<file path="src/rtl/pinwheel_uart_loader.sv">
// pinwheel_uart_loader: 8N1 serial receiver that packs bytes little-endian
// into 32-bit words and drives a RAM write port, for loading program images.
module pinwheel_uart_loader #(
  parameter int clock_rate = 24000000,
  parameter int baud_rate  = 1200,
  parameter int addr_width = 10
) (
  input  logic                  clk,
  input  logic                  rst_n,
  input  logic                  ser_rx,
  input  logic                  restart,
  output logic [addr_width-1:0] waddr,
  output logic [31:0]           wdata,
  output logic                  wren,
  output logic [7:0]            rx_byte,
  output logic                  rx_valid,
  output logic                  frame_err
);

  localparam int CPB = clock_rate / baud_rate;
  localparam int CW  = (CPB > 2) ? $clog2(CPB) : 1;
  localparam logic [CW-1:0] HALF_M1 = CW'(CPB / 2 - 1);
  localparam logic [CW-1:0] FULL_M1 = CW'(CPB - 1);

  typedef enum logic [1:0] {S_IDLE, S_START, S_DATA, S_STOP} state_t;

  logic                  sync1_q, sync2_q;
  state_t                state_q, state_d;
  logic [CW-1:0]         cnt_q, cnt_d;
  logic [2:0]            bit_q, bit_d;
  logic [7:0]            shift_q, shift_d;
  logic [7:0]            rx_byte_q, rx_byte_d;
  logic                  rx_valid_q, rx_valid_d;
  logic                  frame_err_q, frame_err_d;
  logic [1:0]            lane_q, lane_d;
  logic [31:0]           wdata_q, wdata_d;
  logic                  wren_q, wren_d;
  logic [addr_width-1:0] waddr_q, waddr_d;

  logic rx_s;
  assign rx_s = sync2_q;

  // Receiver FSM: next state, bit timing, shift register and result pulses.
  always_comb begin
    state_d     = state_q;
    cnt_d       = cnt_q + CW'(1);
    bit_d       = bit_q;
    shift_d     = shift_q;
    rx_byte_d   = rx_byte_q;
    rx_valid_d  = 1'b0;
    frame_err_d = 1'b0;
    case (state_q)
      S_IDLE: begin
        cnt_d = '0;
        bit_d = '0;
        if (!rx_s) state_d = S_START;
      end
      S_START: begin
        if (cnt_q == HALF_M1) begin
          cnt_d   = '0;
          // A line that is high again at mid start bit was only a glitch.
          state_d = rx_s ? S_IDLE : S_DATA;
        end
      end
      S_DATA: begin
        if (cnt_q == FULL_M1) begin
          cnt_d   = '0;
          shift_d = {rx_s, shift_q[7:1]};
          bit_d   = bit_q + 3'd1;
          if (bit_q == 3'd7) state_d = S_STOP;
        end
      end
      S_STOP: begin
        if (cnt_q == FULL_M1) begin
          cnt_d   = '0;
          // Returning to IDLE mid stop bit leaves room for a back-to-back start edge.
          state_d = S_IDLE;
          if (rx_s) begin
            rx_byte_d  = shift_q;
            rx_valid_d = 1'b1;
          end else begin
            frame_err_d = 1'b1;
          end
        end
      end
      default: state_d = S_IDLE;
    endcase
  end

  // Word packer: lane placement, write strobe and address advance.
  always_comb begin
    lane_d  = lane_q;
    wdata_d = wdata_q;
    wren_d  = 1'b0;
    waddr_d = waddr_q;
    if (wren_q) waddr_d = waddr_q + addr_width'(1);
    if (restart) begin
      // Restart wins over any byte being packed this cycle.
      lane_d  = '0;
      waddr_d = '0;
    end else if (rx_valid_q) begin
      wdata_d[8*lane_q +: 8] = rx_byte_q;
      lane_d = lane_q + 2'd1;
      wren_d = (lane_q == 2'd3);
    end
  end

  // State registers; both synchronizer flops idle high like the line.
  always_ff @(posedge clk or negedge rst_n) begin
    if (!rst_n) begin
      sync1_q     <= 1'b1;
      sync2_q     <= 1'b1;
      state_q     <= S_IDLE;
      cnt_q       <= '0;
      bit_q       <= '0;
      shift_q     <= '0;
      rx_byte_q   <= '0;
      rx_valid_q  <= 1'b0;
      frame_err_q <= 1'b0;
      lane_q      <= '0;
      wdata_q     <= '0;
      wren_q      <= 1'b0;
      waddr_q     <= '0;
    end else begin
      sync1_q     <= ser_rx;
      sync2_q     <= sync1_q;
      state_q     <= state_d;
      cnt_q       <= cnt_d;
      bit_q       <= bit_d;
      shift_q     <= shift_d;
      rx_byte_q   <= rx_byte_d;
      rx_valid_q  <= rx_valid_d;
      frame_err_q <= frame_err_d;
      lane_q      <= lane_d;
      wdata_q     <= wdata_d;
      wren_q      <= wren_d;
      waddr_q     <= waddr_d;
    end
  end

  assign waddr     = waddr_q;
  assign wdata     = wdata_q;
  assign wren      = wren_q;
  assign rx_byte   = rx_byte_q;
  assign rx_valid  = rx_valid_q;
  assign frame_err = frame_err_q;

endmodule

</file>
<file path="config.mk">
export PLATFORM = sky130hd
export DESIGN_NAME = pinwheel_uart_loader
export DESIGN_NICKNAME = d
export VERILOG_FILES = /design/src/rtl/pinwheel_uart_loader.sv
export SDC_FILE = /design/constraint.sdc
export NUM_CORES = 1
export LEC_CHECK = 0
export ABC_AREA = 1
export BUFFER_PORTS_ARGS = -buffer_cell sky130_fd_sc_hd__buf_4
export CELL_PAD_IN_SITES_DETAIL_PLACEMENT = 1
export CELL_PAD_IN_SITES_GLOBAL_PLACEMENT = 2
export CORE_MARGIN = 1
export CORE_UTILIZATION = 37
export DETAILED_ROUTE_END_ITERATION = 10
export PLACE_DENSITY = 0.88
export SETUP_SLACK_MARGIN = 0.02
export SLEW_MARGIN = 10
export SYNTH_ARGS = -nofsm -noshare
export SYNTH_HDL_FRONTEND = slang
export SYNTH_SLANG_ARGS = --single-unit
export TNS_END_PERCENT = 30
</file>
<file path="constraint.sdc">
create_clock -name clk -period 3.8 [get_ports clk]
set_input_delay 0.76 -clock clk [delete_from_list [all_inputs] [get_ports clk]]
set_output_delay 0.76 -clock clk [all_outputs]
set_load 0.005 [all_outputs]
</file>
# Yosys cells after proc, flatten, opt, wreduce, memory -nomap -nowiden
# Cells that the tools add are included.
# op_classes
n_shift	2
muxes	25
eq_ne	12
n_reduce_logical	10
add_sub_neg	5
n_bitwise	1
# ops
op	n
$pmux 15 s3	1
$neg 5->34	1
$shift 8x34->32 const A	1
$shiftx 8x34->32	1
$bwmux 32	1
$mux 15	2
$mux 10	2
$mux 2	8
$add 15x1->15 const B	1
$eq 15x14->1 const B	1
$eq 15x15->1 const B	1
$add 10x1->10 const B	1
$ne 2x2->1 const B	5
$mux 1	8
$pmux 2 s4	1
$eq 2x2->1 const B	3
$pmux 3 s2	1
$reduce_and 2->1	3
$reduce_bool 2->1	3
$reduce_and 5->1	1
$add 3x1->3 const B	1
$eq 3x3->1 const B	1
$mux 3	1
$reduce_and 3->1	1
5 further kinds	5
# word_totals
inputBits	4
out_inout_bits	53
reg_bits	85
word_cells	68

# Depth between registers and ports, before layout
# Gate-level depths: netlist of run 1.
# logic_depth
word_depth	4
ltp_mapped	10
ltp_nobuf	10

# Worst setup path after synthesis of run 1
# No wires, ideal clock.
# synth_timing
path_type	reg-to-reg
from	reg lane_q[0]
to	reg wdata_q[22], in the netlist wdata[22]
period_less_slack_ns	2.018
arrival_ns	1.951
path_stages_with_launch	9
setup_slack_ns	1.782
setup_time_ns	0.066
required_time_ns	3.734
path_buffers	2
cell_sequence	dfrtp_1 clkinv_1 clkbuf_1 ha_1 inv_1 nor2_1 clkbuf_1 nand4_1 nand2_1
# synth_between
elab_chain_len	3
elab_cells_between_ends	4
classes_between	1 x add/sub; 2 x shift; 1 x mux
# synth_rtl
element	line_no	source
start: declaration	35	logic [1:0] lane_q, lane_d;
start signal: assignment	134	lane_q <= lane_d;
$neg 5->34 *	102	wdata_d[8*lane_q +: 8] = rx_byte_q;
$shiftx 8x34->32 / $shift 8x34->32 (equally long branches)	102	
$bwmux 32 *	102	
end signal: assignment	135	wdata_q <= wdata_d;
end: declaration	36	logic [31:0] wdata_q, wdata_d;
# Mark *: on every way between the ends. The rest lies on a longest branch, timed or not.
# A chain may end at the register's enable or synchronous reset.

# Worst setup path after layout of run 1
# layout_timing
from	reg lane_q[0]
to	reg wdata_q[19], in the netlist wdata[19]
# Same word-level chain as after synthesis.

==> results.cfg, run 1 <==
[status]
outcome = finished clean

[timing]
finalCriticalPeriod_ns = 2.903
rsz0062_at_grt = no
tightest_slew_ns = 1.107
min_period_over_period_pct = 76.40
slew_headroom_pct = 26.20
finalSetupViolCount = 0
finalClockSkew_ns = 0.01341
finalSetupTns_ns = 0
fmax_mhz = 344.5
report.final.slew_viol_count = 0
hold_viol = 0
layout_setup_ws_ns = 0.8968

[drt]
ant_nets = 0
vias_per_cell = 4.977
firstDrtPassIters = 4
drc = 0
drt-total-wl_um = 9576
wl_per_cell_um = 14.66
num_vias = 3250
drt_iter0_drc = 118

[setup_path]
cp.required_ns = 4.10
critPathLaunchType = register
r2r_slack_ns = 0.90
crit_path_end_kind = register
crit_arrival_ns = 3.20
critPathKind = register to register
critPathMaxFanout = 19

[synth]
synth_top_area_cell = dfrtp_1
seq_area_frac_synth_pct = 53.76
ys_types = 31
synth_area_mm2 = 0.003961
synth_top_area_share_pct = 52.43
ys_warn_count = 0
synth-seq-cells = 85
syn_nets = 468
syn_avg_cell_area_um2 = 8.725
synthTopCellsByArea = dfrtp_1 52%, nand2_1 10%, o21ai_0 5.4%
syn_inst = 454

[clocking]
path_clk_slew_ns = 0.10
clockBufferDepth = 2
cts_buffers = 9
cts_tree = built
hold_buffers = 0
root_buffer = clkbuf_8
post-cts-setup-buffer-count = 0
cts_resized = 0
insertion_delay_ns = 0.36
cts_num_sinks = 85
htreeDepth = 3

[finish]
layout-drive-gt1-share_pct = 20.12
fin_nets = 526
final_cells = 653
final_cell_area_mm2 = 0.004710
multiInputGateArea_mm2 = 0.001578
area_growth_pct = 18.89
nFillCells = 1253
antenna_cells = 0
final_util_pct = 45.42
final_cell_mix = 110 x nand2_1, 83 x dfrtp_1, 57 x buf_4
final_common_cell = nand2_1
seqCellArea_mm2 = 0.002130

[placed_design]
dp_hpwl_um = 6833
place_congestion = 0.7901
post_dp_cell_area_mm2 = 0.004504
dp.cells = 637
io_buffer_count = 56
dp_slack_ns = 0.9483

[power]
seqPwrFrac_pct = 56.4
clockPowerShare_pct = 42.0
p_leak_uw = 0.002487
internal_power_uw = 1223
swShare_pct = 23.83
power.switching_uw = 382.7
combPwrFrac_pct = 1.6
vdd_drop_max_uv = 179.7
pwr_density_cell_mw_per_mm2 = 341.0

[global_routing]
grt.total_usage_pct = 18.75
antenna_found_initial = 0
grt_pass1_wl_um = 16580
grt_overflow = 0
grt_max_degree = 86
grt_pass1_vias = 3307

[die]
die_x_um = 105.5
start_util_pct = 38.20
rows = 37
fp.dieH_um = 105.5
core_area_mm2 = 0.01037
design.die.area_mm2 = 0.01112
io-pin-count = 57

[hold_path]
hold_class = register to register

[job]
maxCapViolCount = 0
cells by family (layout without fill, tap and decap cells):
logic type / count (synthesis) / count (layout) / share of synthesized area [%]
AO/OA/AOI/OAI: 74 / 74 / 11.15
XOR/XNOR: 4 / 4 / 0.8846
adder cells (fa/ha/maj): 10 / 10 / 3.159
buffers and inverters: 63 / 126 / 6.412
flip-flops: 85 / 85 / 53.76
AND/OR/NAND/NOR: 218 / 218 / 24.64
sequential cells by signal, summed over array words and instances (netlist names), 2 cells and up, named ones only:
name     cells
lane_q       2
cnt_q       15
rx_byte      8
waddr       10
wdata       32
bit_q        3
shift_q      8
critical path, stage by stage (launching register included):
cell and delay (ns):
dfrtp_1 0.60, clkinv_1 0.56, ha_1 0.54, inv_1 0.07, nor2_1 0.79, nand4_1 0.19
nand2_1 0.11
metal layers:
metal	vias up	track usage (%)	share of wire, %
li1	1596	-	-
met1	1602	26.18	49
met2	40	29.32	47
met3	12	3.030	2.6
met4	0	6.942	1.5
met5	-	0	0
synth_stat cells:
cell type  number
nand3_2         2
o21ai_0        43
nand3_4         1
a31oi_1         1
nand4_2         1
nor3_4          1
nor3b_1         2
o22ai_1         1
or2_2           1
o21bai_1        2
o21ai_2        17
nand3_1        27
and3_1          1
buf_6           2
inv_1          49
clkbuf_1        6
nand2_1       110
nand4_1        17
nor2_1         41
dfstp_2         2
clkinv_1        1
dfrtp_1        83
nor2_2          2
nor3_1         11
xor2_1          3
nand2_2         1
xnor2_1         1
inv_2           3
a21oi_1        10
buf_2           2
ha_1           10
through the flow:
step / power [µW] / hold slack [ns]
floorplan: 928.1 / 0.3452
global placement: 950.8 / 0.3478
detailed placement: 951.4 / 0.3491
CTS: 1633 / 0.3616
global route: 1663 / 0.3631
finish: 1606 / 0.3601
final cells by class:
cell class | count | area share (%)
Tap cell | 136 | 3.613
Inverter | 53 | 4.224
Sequential cell | 85 | 45.22
Multi-Input combinational cell | 306 | 33.50
Clock buffer | 9 | 2.630
Timing Repair Buffer | 57 | 9.086
Clock inverter | 7 | 1.727
power groups by stage:
stage | logic (µW) | clock network [µW] | registers (µW)
floorplan | 3.87 | 0 | 924
global placement | 26.8 | 0 | 924
detailed placement | 27.3 | 0 | 924
CTS | 27.1 | 700 | 906
global route | 30.1 | 726 | 907
finish | 25.3 | 675 | 906
path summary, 6_finish.rpt:
| kind | startpoint | to | depth (start not counted) |
|---|---|---|---|
| setup reg to reg | lane_q[0] | wdata[19] | 6 |
| max in group asynchronous | rst_n | cnt_q[5] | 1 |
| setup / recovery | lane_q[0] | wdata[19] | 6 |
| hold / removal | sync1_q | rx_s | 0 |
| min in group asynchronous | rst_n | cnt_q[13] | 1 |
| hold reg to reg | sync1_q | rx_s | 0 |
Note: power is estimated with default switching activity, not from simulation.
==> run 2, diff against run 1 <==
--- a/config.mk
+++ b/config.mk
@@ -10,9 +10,9 @@
 export CELL_PAD_IN_SITES_DETAIL_PLACEMENT = 1
 export CELL_PAD_IN_SITES_GLOBAL_PLACEMENT = 2
 export CORE_MARGIN = 1
-export CORE_UTILIZATION = 37
+export CORE_UTILIZATION = 31
 export DETAILED_ROUTE_END_ITERATION = 10
-export PLACE_DENSITY = 0.88
+export PLACE_DENSITY = 0.79
 export SETUP_SLACK_MARGIN = 0.02
 export SLEW_MARGIN = 10
 export SYNTH_ARGS = -nofsm -noshare
==> constraint.sdc (replaced) <==
create_clock -name clk -period 2.5 [get_ports clk]
set_input_delay 0.5 -clock clk [delete_from_list [all_inputs] [get_ports clk]]
set_output_delay 0.5 -clock clk [all_outputs]
set_load 0.005 [all_outputs]
==> run 2 against run 1 <==
Net effect:
- routed wire length increased by 9.9%
- global-route usage down 1.1 points
- critical path type unchanged
- largest cell class unchanged
- worst hold slack got worse by 0.18 ns
- combinational power up 75%
- via count is 1.8% higher
==> results.cfg, run 2 (synthesis results as in run 1) <==
[placed_design]
place_congestion = 0.7685
dp_hpwl_um = 7568
io_buffer_count = 56
dp.cells = 674
post_dp_cell_area_mm2 = 0.004594

[clocking]
cts_resized = 0
root_buffer = clkbuf_16
insertion_delay_ns = 0.35
path_clk_slew_ns = 0.06
htreeDepth = 3
cts_buffers = 9
post-cts-setup-buffer-count = 0
clockBufferDepth = 2
hold_buffers = 0
cts_num_sinks = 85
cts_tree = built

[finish]
fin_nets = 531
antenna_cells = 0
final_common_cell = nand2_1
layout-drive-gt1-share_pct = 20.88
final_cells = 690
final_cell_area_mm2 = 0.004954
final_cell_mix = 110 x nand2_1, 83 x dfrtp_1, 61 x buf_4
area_growth_pct = 25.05
largest_register_ff_count = 32

[setup_path]
setup.worst_path.start = cnt_q[0]
cp_cell_sequence = ha_1 > nand3_2 > inv_2 > nand3_2 > nor3_4 > nand3_4 > nand2_1 > o21ai_2
cp_common_cell = nand3_2
slowest_delay_ns = 0.37
crit_arrival_ns = 1.99
timing.critical_path.buf_inv = 1
crit_path_end_kind = register
cpMaxStageDelayCell = dfrtp_1
cp_top_family = simple AND/OR/NAND/NOR gates
r2r_start = cnt_q[0]
critPathKind = register to register
cp.required_ns = 2.73
critPathLaunchType = register
critPathMaxFanout = 19

[drt]
wl_per_cell_um = 15.25
drt_iter0_drc = 137
drt-total-wl_um = 10530
drc = 0
num_vias = 3307
vias_per_cell = 4.793
firstDrtPassIters = 5
ant_nets = 0

[global_routing]
grt_pass1_wl_um = 17840
grt_max_degree = 48
antenna_found_initial = 0
grt.total_usage_pct = 17.63
grt_pass1_vias = 3455
grt_overflow = 0

[die]
die_x_um = 115.0
start_util_pct = 32.44
core_area_mm2 = 0.01221
io-pin-count = 57
rows = 40
design.die.area_mm2 = 0.01323
fp.dieH_um = 115.0

[timing]
hold_viol = 0
finalClockSkew_ns = 0.01008
tightest_slew_ns = 0.6458
fin_hold_ws_ns = 0.1799
finalSetupTns_ns = 0
slew_headroom_pct = 56.95
rsz0062_at_grt = no
finalCriticalPeriod_ns = 1.769
report.final.slew_viol_count = 0
fmax_mhz = 565.3
finalSetupViolCount = 0
min_period_over_period_pct = 70.76

[power]
power.total_uw = 3017
p_leak_uw = 0.002582
pwr_density_cell_mw_per_mm2 = 609.2
vdd_drop_max_uv = 530.5

[hold_path]
hold_class = input pin to async pin

[job]
maxCapViolCount = 0

[status]
outcome = finished clean
## run 2: worst reg2reg max path: cells and delay by family (launching register included)
kind,cells,cell delay (ns)
fa+ha+maj,1,0.21
simple gates,5,0.93
buf+inv,1,0.09
flops,1,0.37
compound gates,1,0.06
## run 2: area by class of cell
type	instances	area, µm²
Timing Repair Buffer	62	478.0
Multi-Input combinational cell	306	1578
Clock buffer	11	252.7
Clock inverter	5	106.4
Tap cell	168	210.2
Fill cell	1479	7258
Inverter	53	198.9
Sequential cell	85	2130
## run 2: through the flow
step           worst slack, ns  utilization, %
3_3_place_gp            0.6144           37.62
6_report                0.7311           40.56
5_1_grt                 0.5136           40.56
4_1_cts                 0.6982           40.56
3_5_place_dp            0.5832           37.62
2_1_floorplan           0.4822               -
## run 2: worst paths after layout
check / depth (start not counted) / slack [ns] / end
setup / recovery: 8 / 0.73 / shift_q[2]
hold / removal: 1 / 0.18 / state_q[0]
hold reg to reg: 0 / 0.36 / rx_s
max in group asynchronous: 2 / 1.70 / shift_q[7]
setup reg to reg: 8 / 0.73 / shift_q[2]
min in group clk: 1 / 0.26 / sync1_q
## run 2: where the power goes
group	switching, µW	internal [µW]
combinational	35.3	9.14
sequential	0.997	1380
clock	561	1030
total	598	2420
## run 2: layer usage
layer / wire length [µm] / GRT usage (%) / up-vias
met5: 0 / 0 / -
met4: 189 / 5.455 / 0
met3: 427 / 4.797 / 14
met2: 5024 / 28.59 / 52
met1: 4884 / 22.93 / 1634
li1: - / - / 1607
==> run 3, diff against run 2 <==
--- a/config.mk
+++ b/config.mk
@@ -10,9 +10,9 @@
 export CELL_PAD_IN_SITES_DETAIL_PLACEMENT = 1
 export CELL_PAD_IN_SITES_GLOBAL_PLACEMENT = 2
 export CORE_MARGIN = 1
-export CORE_UTILIZATION = 31
+export CORE_UTILIZATION = 34
 export DETAILED_ROUTE_END_ITERATION = 10
-export PLACE_DENSITY = 0.79
+export PLACE_DENSITY = 0.82
 export SETUP_SLACK_MARGIN = 0.02
 export SLEW_MARGIN = 10
 export SYNTH_ARGS = -nofsm -noshare
==> constraint.sdc (replaced) <==
create_clock -name clk -period 1.64 [get_ports clk]
set_input_delay 0.328 -clock clk [delete_from_list [all_inputs] [get_ports clk]]
set_output_delay 0.328 -clock clk [all_outputs]
set_load 0.005 [all_outputs]
==> run 3 against run 2 <==
Net effect:
- cell count down 0.43%
- core utilization up 5.1 points
- via count up 3.1%
- worst setup slack worse by 0.68 ns
- clock power up 20%
- final area up 4.9%
- non-clock buffer count up 22
- clock skew down 0.0024 ns
==> results.cfg, run 3 (synthesis results as in run 1) <==
[setup_path]
cp_cell_sequence = ha_4 > nand3_4 > inv_2 > nand3_2 > nor3_4 > nand3_4 > clkbuf_16 > nand2_1 > o21ai_1
crit_arrival_ns = 1.82
critPathLaunchType = register
timing.critical_path.buf_inv = 2
reg2reg_depth = 9
cp_common_cell = nand3_4
critPathKind = register to register
cp.required_ns = 1.87
cpMaxStageDelayCell = dfrtp_1
cp_top_family = simple AND/OR/NAND/NOR gates
cp.depth = 9
crit_path_end_kind = register
critPathMaxFanout = 5
slowest_delay_ns = 0.40

[power]
pwr_density_cell_mw_per_mm2 = 786.4
power.total_uw = 4085
vdd_drop_max_uv = 531.4
p_leak_uw = 0.002677

[finish]
final_cells = 687
final_cell_mix = 99 x nand2_1, 83 x dfrtp_1, 79 x buf_4
final_common_cell = nand2_1
seqCellArea_mm2 = 0.002130
layout-drive-gt1-share_pct = 27.76
final_util_pct = 45.69
area_growth_pct = 31.14
multiInputGateArea_mm2 = 0.001712
largest_register_ff_count = 32
fin_nets = 553
nFillCells = 1329
antenna_cells = 0

[timing]
slew_headroom_pct = 71.40
min_period_over_period_pct = 96.91
finalClockSkew_ns = 0.007664
tightest_slew_ns = 0.4291
report.final.slew_viol_count = 0
fin_hold_ws_ns = 0.09515
finalCriticalPeriod_ns = 1.589
fmax_mhz = 629.2
rsz0062_at_grt = yes
finalSetupViolCount = 0
hold_viol = 0

[die]
core_area_mm2 = 0.01137
io-pin-count = 57
fp.dieH_um = 109.9
start_util_pct = 34.84
die_x_um = 109.9
design.die.area_mm2 = 0.01209
rows = 39

[clocking]
cts_buffers = 9
clockBufferDepth = 2
root_buffer = clkbuf_16
cts_tree = built
htreeDepth = 3
cts_num_sinks = 85
path_clk_slew_ns = 0.06
insertion_delay_ns = 0.34

[global_routing]
antenna_found_initial = 0
grt_overflow = 0
grt_pass1_vias = 3419
grt_max_degree = 43
grt_pass1_wl_um = 17120
grt.total_usage_pct = 18.88

[job]
maxCapViolCount = 0

[drt]
drt_iter0_drc = 138
num_vias = 3409
drt-total-wl_um = 10530
drc = 0
ant_nets = 0
wl_per_cell_um = 15.32
firstDrtPassIters = 6
vias_per_cell = 4.962

[placed_design]
dp.cells = 664
io_buffer_count = 56
place_congestion = 0.7880
dp_hpwl_um = 7596

[status]
outcome = finished clean

[hold_path]
hold_class = input pin to register
holdPathStages = 1
[run 3: changes by cell type in the layout (fill, tap and decap cells not counted), moves of 2 or more]
cell / before / now
clkinv_2: 0 / 3
clkbuf_8: 2 / 0
ha_4: 0 / 2
buf_4: 61 / 79
nand2_2: 1 / 5
ha_1: 10 / 8
bufinv_16: 3 / 0
nor2_2: 2 / 6
nand2_1: 110 / 99
nor2_1: 41 / 35
nand2_4: 0 / 6
nor2_4: 0 / 2
[run 3: metal layers]
layer / GRT usage, % / share of wire [%] / up-vias
li1: - / - / 1657
met1: 25.25 / 47 / 1703
met2: 30.18 / 49 / 42
met3: 2.905 / 2.5 / 7
met4: 8.286 / 1.2 / 0
met5: 0 / 0 / -
[run 3: area by class of cell]
class | instances | share of cell area, %
clock buffers | 9 | 4.335
clock inverters | 7 | 0.9875
flip-flops and latches | 85 | 40.99
well taps | 143 | 3.444
inverters | 53 | 3.902
multi-input cells | 306 | 32.95
repair buffers | 84 | 13.39
[run 3: metrics by stage]
step | setup WS [ns] | TNS, ns | cell area [µm²]
2_1_floorplan | 0.03769 | 0 | 3990
6_report | 0.05072 | 0 | 5195
3_3_place_gp | -0.005155 | -0.02840 | 4684
5_1_grt | -0.06931 | -1.206 | 5195
4_1_cts | -0.01268 | -0.04143 | 5082
3_5_place_dp | -0.1232 | -2.024 | 4684
[run 3: repair_timing]
action | in CTS | in global routing
pin swaps | 3 | 1
endpoints found under the hold margin | 27 | 0
gates resized for setup | 12 | 21
buffers inserted | 4 | 0
endpoints found under the setup margin | 34 | 59
gates cloned | 1 | 1
hold buffers | 1 | 0
[run 3: worst paths after layout]
path                                    to  slack [ns]      from
worst max-delay path            shift_q[7]        0.05  cnt_q[1]
max in group asynchronous        cnt_q[10]        0.60     rst_n
worst min-delay path               sync1_q         0.1    ser_rx
min in group asynchronous         wdata[5]        0.47     rst_n
worst min register to register        rx_s        0.36   sync1_q
worst max register to register  shift_q[7]        0.05  cnt_q[1]
[run 3: where the power goes]
part           total, µW  switching [µW]  internal, µW
Sequential          2100            1.67          2100
Combinational       72.2            55.0          17.3
Clock               1910             880          1030
